--- src/rtl/exe_seq_ctrl.sv ---
// exe_seq_ctrl: execute-stage control sequencer.
// Takes one decoded instruction word per handshake. Each instruction expands into one or
// more beats, and each beat carries a registered execute control word.
// Ports:
//   clk_i, rst_i      clock, synchronous active-high reset
//   opcode_i          instruction word from decode
//   in_valid_i        opcode_i is valid
//   in_ready_o        opcode_i is accepted this cycle when in_valid_i is high
//   hold_i            downstream freeze
//   cnt_out_o         execute control word (registered)
//   out_valid_o       cnt_out_o is meaningful
//   phase_o           0-based beat index
//   last_o            final beat of the instruction
//   reg_idx_o         register number of the current LDM/STM beat
//   addr_off_o        signed byte offset of the current LDM/STM beat
//   stall_out_o       decode must hold its instruction
module exe_seq_ctrl #(
  parameter int unsigned CNT_W       = 14,
  parameter int unsigned NUM_REGS    = 16,
  parameter int unsigned MULL_CYCLES = 2,
  parameter int unsigned ADDR_STEP   = 4,
  localparam int unsigned PW         = $clog2(NUM_REGS + 2),
  localparam int unsigned RW         = $clog2(NUM_REGS)
) (
  input  logic               clk_i,
  input  logic               rst_i,
  input  logic [31:0]        opcode_i,
  input  logic               in_valid_i,
  output logic               in_ready_o,
  input  logic               hold_i,
  output logic [CNT_W-1:0]   cnt_out_o,
  output logic               out_valid_o,
  output logic [PW-1:0]      phase_o,
  output logic               last_o,
  output logic [RW-1:0]      reg_idx_o,
  output logic signed [15:0] addr_off_o,
  output logic               stall_out_o
);

  typedef enum logic {StIdle, StRun} state_e;
  typedef enum logic [2:0] {ClsDp, ClsMul, ClsMull, ClsLs, ClsBlk, ClsBr} cls_e;

  state_e              state_q;
  cls_e                cls_q;
  logic [3:0]          op_q;      // opcode[23:20]
  logic [PW-1:0]       n_q, nx_q, phase_q;
  logic [NUM_REGS-1:0] mask_q;    // registers still to transfer after the current beat
  logic [CNT_W-1:0]    cnt_q;
  logic                out_valid_q, last_q;
  logic [RW-1:0]       reg_idx_q;
  logic signed [15:0]  addr_off_q;

  cls_e          dec_cls;
  logic [PW-1:0] dec_pop, dec_n;
  logic          accept;

  cls_e                sel_cls;
  logic [3:0]          sel_op;
  logic [PW-1:0]       sel_p, sel_n, sel_nx;
  logic [NUM_REGS-1:0] sel_mask, b_mask_nxt;
  logic [RW-1:0]       b_idx, b_reg;
  logic                b_last;
  logic [13:0]         c14;
  int                  off_int;

  logic unused_opcode;
  assign unused_opcode = ^opcode_i;

  assign in_ready_o  = !hold_i && (state_q == StIdle || last_q);
  assign accept      = in_valid_i && in_ready_o;
  assign stall_out_o = (state_q == StRun) && !last_q;

  // Instruction decode; first match wins.
  always_comb begin
    dec_cls = ClsDp;
    if (opcode_i[27:22] == 6'b000000 && opcode_i[7:4] == 4'b1001)     dec_cls = ClsMul;
    else if (opcode_i[27:23] == 5'b00001 && opcode_i[7:4] == 4'b1001) dec_cls = ClsMull;
    else if (opcode_i[27:26] == 2'b01)                                dec_cls = ClsLs;
    else if (opcode_i[27:25] == 3'b100)                               dec_cls = ClsBlk;
    else if (opcode_i[27:25] == 3'b101)                               dec_cls = ClsBr;

    dec_pop = '0;
    for (int i = 0; i < NUM_REGS; i++) dec_pop = dec_pop + PW'(opcode_i[i]);

    case (dec_cls)
      ClsMull: dec_n = PW'(MULL_CYCLES) + PW'(opcode_i[21]);
      ClsLs:   dec_n = (opcode_i[21] || !opcode_i[24]) ? PW'(2) : PW'(1);
      ClsBlk:  dec_n = ((dec_pop == '0) ? PW'(1) : dec_pop) + PW'(opcode_i[21]);
      default: dec_n = PW'(1);
    endcase
  end

  // Beat generation: either beat 0 of a new instruction or the next beat of the current one.
  always_comb begin
    sel_cls  = accept ? dec_cls : cls_q;
    sel_op   = accept ? opcode_i[23:20] : op_q;
    sel_p    = accept ? '0 : phase_q + PW'(1);
    sel_n    = accept ? dec_n : n_q;
    sel_nx   = accept ? dec_pop : nx_q;
    sel_mask = accept ? opcode_i[NUM_REGS-1:0] : mask_q;

    b_last     = (sel_p == sel_n - PW'(1));
    b_mask_nxt = sel_mask & (sel_mask - NUM_REGS'(1));
    b_idx      = '0;
    for (int i = NUM_REGS - 1; i >= 0; i--) begin
      if (sel_mask[i]) b_idx = RW'(i);
    end

    c14     = '0;
    b_reg   = '0;
    off_int = 0;
    case (sel_cls)
      ClsDp:  c14 = {13'b0, sel_op[0]};
      ClsMul: c14 = {sel_op[0], 12'b000010100000, sel_op[0]};
      ClsMull: begin
        c14 = {sel_op[0], 2'b00, (sel_p != '0), 9'b010100000, sel_op[0] & b_last};
        // Accumulate form: final beat adds the accumulator instead of shifting.
        if (sel_op[1] && b_last) begin
          c14[10]  = 1'b0;
          c14[8:7] = 2'b01;
        end
      end
      ClsLs:  c14 = (sel_p == '0) ? 14'h0006 : 14'h0002;
      ClsBr:  c14 = 14'h1000;
      ClsBlk: begin
        if (sel_op[1] && b_last) begin
          c14     = 14'h0002;
          off_int = sel_op[3] ? int'(sel_nx) * int'(ADDR_STEP)
                              : -(int'(sel_nx) * int'(ADDR_STEP));
        end else if (sel_nx != '0) begin
          c14     = 14'h0206;
          b_reg   = b_idx;
          off_int = sel_op[3] ? int'(sel_p) * int'(ADDR_STEP)
                              : (int'(sel_p) - int'(sel_nx)) * int'(ADDR_STEP);
        end
      end
      default: c14 = '0;
    endcase
  end

  always_ff @(posedge clk_i) begin
    if (rst_i) begin
      state_q     <= StIdle;
      cls_q       <= ClsDp;
      op_q        <= '0;
      n_q         <= '0;
      nx_q        <= '0;
      phase_q     <= '0;
      mask_q      <= '0;
      cnt_q       <= '0;
      out_valid_q <= 1'b0;
      last_q      <= 1'b0;
      reg_idx_q   <= '0;
      addr_off_q  <= '0;
    end else if (!hold_i) begin
      if (accept || (state_q == StRun && !last_q)) begin
        state_q     <= StRun;
        cls_q       <= sel_cls;
        op_q        <= sel_op;
        n_q         <= sel_n;
        nx_q        <= sel_nx;
        phase_q     <= sel_p;
        mask_q      <= b_mask_nxt;
        cnt_q       <= CNT_W'(c14);
        out_valid_q <= 1'b1;
        last_q      <= b_last;
        reg_idx_q   <= b_reg;
        addr_off_q  <= off_int[15:0];
      end else begin
        state_q     <= StIdle;
        cls_q       <= ClsDp;
        op_q        <= '0;
        n_q         <= '0;
        nx_q        <= '0;
        phase_q     <= '0;
        mask_q      <= '0;
        cnt_q       <= '0;
        out_valid_q <= 1'b0;
        last_q      <= 1'b0;
        reg_idx_q   <= '0;
        addr_off_q  <= '0;
      end
    end
  end

  assign cnt_out_o   = cnt_q;
  assign out_valid_o = out_valid_q;
  assign phase_o     = phase_q;
  assign last_o      = last_q;
  assign reg_idx_o   = reg_idx_q;
  assign addr_off_o  = addr_off_q;

endmodule
--- config.mk ---
export PLATFORM = sky130hd
export DESIGN_NAME = exe_seq_ctrl
export DESIGN_NICKNAME = d
export VERILOG_FILES = /design/src/rtl/exe_seq_ctrl.sv
export SDC_FILE = /design/constraint.sdc
export NUM_CORES = 1
export LEC_CHECK = 0
export BUFFER_PORTS_ARGS = -buffer_cell sky130_fd_sc_hd__buf_2
export CAP_MARGIN = 30
export CORE_ASPECT_RATIO = 1.5
export CORE_MARGIN = 4
export CORE_UTILIZATION = 35
export CTS_BUF_LIST = sky130_fd_sc_hd__clkbuf_16
export DETAILED_ROUTE_END_ITERATION = 8
export PLACE_DENSITY = 0.64
export SYNTH_ARGS = -nofsm -noshare
export SYNTH_HDL_FRONTEND = slang
export SYNTH_SLANG_ARGS = --single-unit
--- constraint.sdc ---
create_clock -name clk_i -period 6.8 [get_ports clk_i]
set_clock_uncertainty 0.15 [all_clocks]
set_input_delay 1.02 -clock clk_i [delete_from_list [all_inputs] [get_ports clk_i]]
set_output_delay 1.02 -clock clk_i [all_outputs]
set_load 0.01 [all_outputs]
==> impl_metrics.py <==
metrics = {
    "run_status": {
        "status": "finished with violations",
        "violations": "setup timing",
    },
    "sta": {
        "slew_violations": 0,
        "fin_crit_sh": 1.01,
        "finalHoldViolCount": 0,
        "rsz0062_at_grt": "true",
        "max_freq_mhz": 146,
        "relSlewSlack": 0.514,
        "setup_viol": 13,
        "worst_slew_pin_slew_ns": 0.709,
        "setup-tns-final_ns": -0.379,
        "period_needed_ns": 6.86,
        "setup_slack_ns": -0.0609,
    },
    "worst_setup_path": {
        "worstReg2RegEnd": "addr_off_o[12]$_SDFFE_PP0N_",
        "r2r_start": "last_o$_SDFFE_PP0N_",
        "path_class": "in -> reg",
        "crit_required_ns": 6.90,
        "arrival_ns": 6.96,
        "reg2reg_slack_ns": 2.53,
        "cp.buffers_inverters": 7,
        "slowest_delay_ns": 0.56,
        "startpoint_type": "primary input",
        "cp-end-kind": "register",
        "crit_path_start": "opcode_i[5]",
        "crit_path_max_fanout": 5,
        "crit_path_frequent_cell": "fa_1",
        "cpLargestDelayFamily": "adder cells",
        "cp_slowest_cell": "fa_1",
        "reg2reg_depth": 15,
    },
    "clock_tree": {
        "cts_inserted_buffers": 9,
        "path_clk_slew_ns": 0.06,
        "cts_tree": "built",
        "htreeDepth": 3,
        "clock_sinks": 61,
        "cts_root_buf": "clkbuf_16",
        "cts_buffer_depth": 2,
        "clock_latency_ns": 0.33,
    },
    "min_path": {
        "hold_depth": 2,
        "holdPathEnd": "reg_idx_o[2]$_SDFFE_PP0N_",
        "min_from": "reg_idx_o[2]$_SDFFE_PP0N_",
        "worstHoldPathType": "reg -> reg",
    },
    "route": {
        "finalWirelength_um": 13800,
        "detail_route.wl_per_cell_um": 16.4,
        "ant_nets": 0,
        "drc": 0,
        "viasPerCell": 5.51,
        "num_vias": 4637,
        "drtIter0Drc": 262,
        "first_pass_iters": 5,
    },
    "placed_design": {
        "hpwl_um": 9960,
        "place_congestion": 0.856,
        "post-place-ws_ns": -0.528,
        "portBuffers": 64,
        "placedInstanceArea_um2": 5140,
        "place_inst": 818,
    },
    "die": {
        "core-area_um2": 12400,
        "die_w_um": 99.6,
        "die_y_um": 145,
        "rows": 50,
        "io_pins": 79,
        "fp.dieArea_um2": 14500,
        "start_util": 0.356,
    },
    "yosys": {
        "ys_ff_latch": 61,
        "synthAdderAreaFrac": 0.0953,
        "synth_warnings": 0,
        "ys_async_sr_fraction": 0,
        "synth_simple_gate_area_share": 0.228,
        "synth_xor_area_frac": 0.0420,
        "synth-edff-count": 0,
        "synth_mux_area_frac": 0.0241,
        "syn-instance-count": 583,
        "synth_area_leaders": "dfxtp_1 (28%), a21oi_1 (6.9%), nor2_1 (5.9%)",
        "ys_types": 71,
        "synth_compound_area_frac": 0.243,
        "synth_top_family_by_area": "compound AO/OA/AOI/OAI gates",
        "ys_seq_area_frac": 0.277,
        "yosysTopAreaCell": "dfxtp_1",
        "synth_area_per_cell_um2": 7.56,
        "synth_ff_type": "dfxtp_1",
        "syn_area_um2": 4410,
        "synth_top_area_frac": 0.277,
    },
    "flow_run": {
        "maxCapViolCount": 0,
    },
    "layout": {
        "n_antenna_cell": 0,
        "fin_area_um2": 5640,
        "syn_to_final_growth_pct": 28.0,
        "multi_input_area_um2": 2930,
        "stdcell_count": 841,
        "layout.nets": 743,
        "final_common_cell": "nor2_1",
        "layout_common_cells": "nor2_1 (68), dfxtp_1 (61), buf_2 (61), a21oi_1 (57), buf_4 (56)",
        "fin_util": 0.456,
        "regArea_um2": 1220,
        "fillerInstances": 1241,
        "drive_gt1_frac": 0.269,
    },
    "global_route": {
        "gr-usage-all-layers": 0.186,
        "antenna_found_initial": 0,
        "grt_max_degree": 62,
        "grt_pass1_wl_um": 21700,
        "grt_overflow": 0,
        "grt_pass1_vias": 4549,
    },
    "power": {
        "vdd.ir_drop.worst_v": 0.000188,
        "pwr-share-comb": 0.487,
        "power.density_nw_per_um2": 284,
        "power_frac_seq": 0.231,
        "p_leak_nw": 2.43,
        "sw_frac_of_total": 0.354,
        "clkPwrFrac": 0.283,
        "power_switching_mw": 0.567,
        "p_int_mw": 1.03,
    },
}
worst max-delay path by stage:
stage	to	slack (ns)	depth (start not counted)
2_1_floorplan	reg_idx_o[3]$_SDFFE_PP0N_	0.007	28
3_3_place_gp	cnt_out_o[8]$_SDFFE_PP0N_	-0.47	29
3_5_place_dp	cnt_out_o[8]$_SDFFE_PP0N_	-0.53	29
4_1_cts	addr_off_o[5]$_SDFFE_PP0N_	0.02	28
5_1_grt	cnt_out_o[8]$_SDFFE_PP0N_	-0.29	29
6_report	cnt_out_o[8]$_SDFFE_PP0N_	-0.06	29
Yosys cell counts, types with 8 or more instances:
cell type	count
nor2_1	69
a21oi_1	61
dfxtp_1	61
nand2_1	54
inv_1	42
clkbuf_1	25
o21ai_0	24
nand3_1	22
nor3_1	18
ha_1	16
buf_4	12
fa_1	11
a22oi_1	10
xor2_1	10
or3_1	8
metrics by stage:
step	total power [mW]	hold slack, ns
after floorplan	0.837	0.300
after global placement	1.07	0.304
after detailed placement	1.08	0.308
after CTS	1.56	0.316
after global routing	1.70	0.347
final	1.60	0.317
layout make-up:
cell class | instances | share of cell area
Tap cell | 156 | 0.0346
Multi-Input combinational cell | 439 | 0.519
Inverter | 43 | 0.0295
Clock inverter | 7 | 0.0117
Clock buffer | 9 | 0.0399
Sequential cell | 61 | 0.216
Timing Repair Buffer | 126 | 0.149
worst reg2reg max path, delay by kind of cell, from the launching register on:
kind	cells	cell delay, ns
flip-flops	1	0.34
AND/OR/NAND/NOR	4	1.25
AO/OA/AOI/OAI	6	1.37
buffers and inverters	4	0.93
adder cells (fa/ha/maj)	1	0.17
layer usage:
layer / track usage / vias up / part of all wire
li1: - / 2218 / -
met1: 0.224 / 2181 / 0.41
met2: 0.316 / 199 / 0.49
met3: 0.0317 / 39 / 0.068
met4: 0.0875 / 0 / 0.032
met5: 0 / - / 0
flip-flops by register name, indices dropped and copies added (netlist names):
register,flops
phase_o,5
out_valid_o,1
nx_q,5
op_q,3
reg_idx_o,4
n_q,5
last_o,1
cnt_out_o,10
mask_q,15
cls_q,3
addr_off_o,9
power groups by stage:
stage	Combinational [mW]	Sequential, mW	Clock [mW]
final	0.779	0.369	0.453
after global routing	0.854	0.370	0.474
after CTS	0.727	0.369	0.462
after detailed placement	0.701	0.377	0
after global placement	0.694	0.377	0
after floorplan	0.460	0.377	0
cell families (layout without fill, tap and decap cells):
kind of cell | after synthesis | after routing
other | 1 | 6
buffers and inverters | 88 | 185
AND/OR/NAND/NOR | 213 | 213
AO/OA/AOI/OAI | 165 | 165
flip-flops | 61 | 61
multiplexers | 10 | 10
XOR/XNOR | 18 | 18
adder cells (fa/ha/maj) | 27 | 27
timing repair:
item / CTS / global route
setup buffers: 1 / 6
cloned: 0 / 0
setup endpoints to repair: 18 / 21
pin swaps: 7 / 27
hold buffers: 0 / 0
resized for setup: 9 / 33
Note: power is estimated with default switching activity, not from simulation.
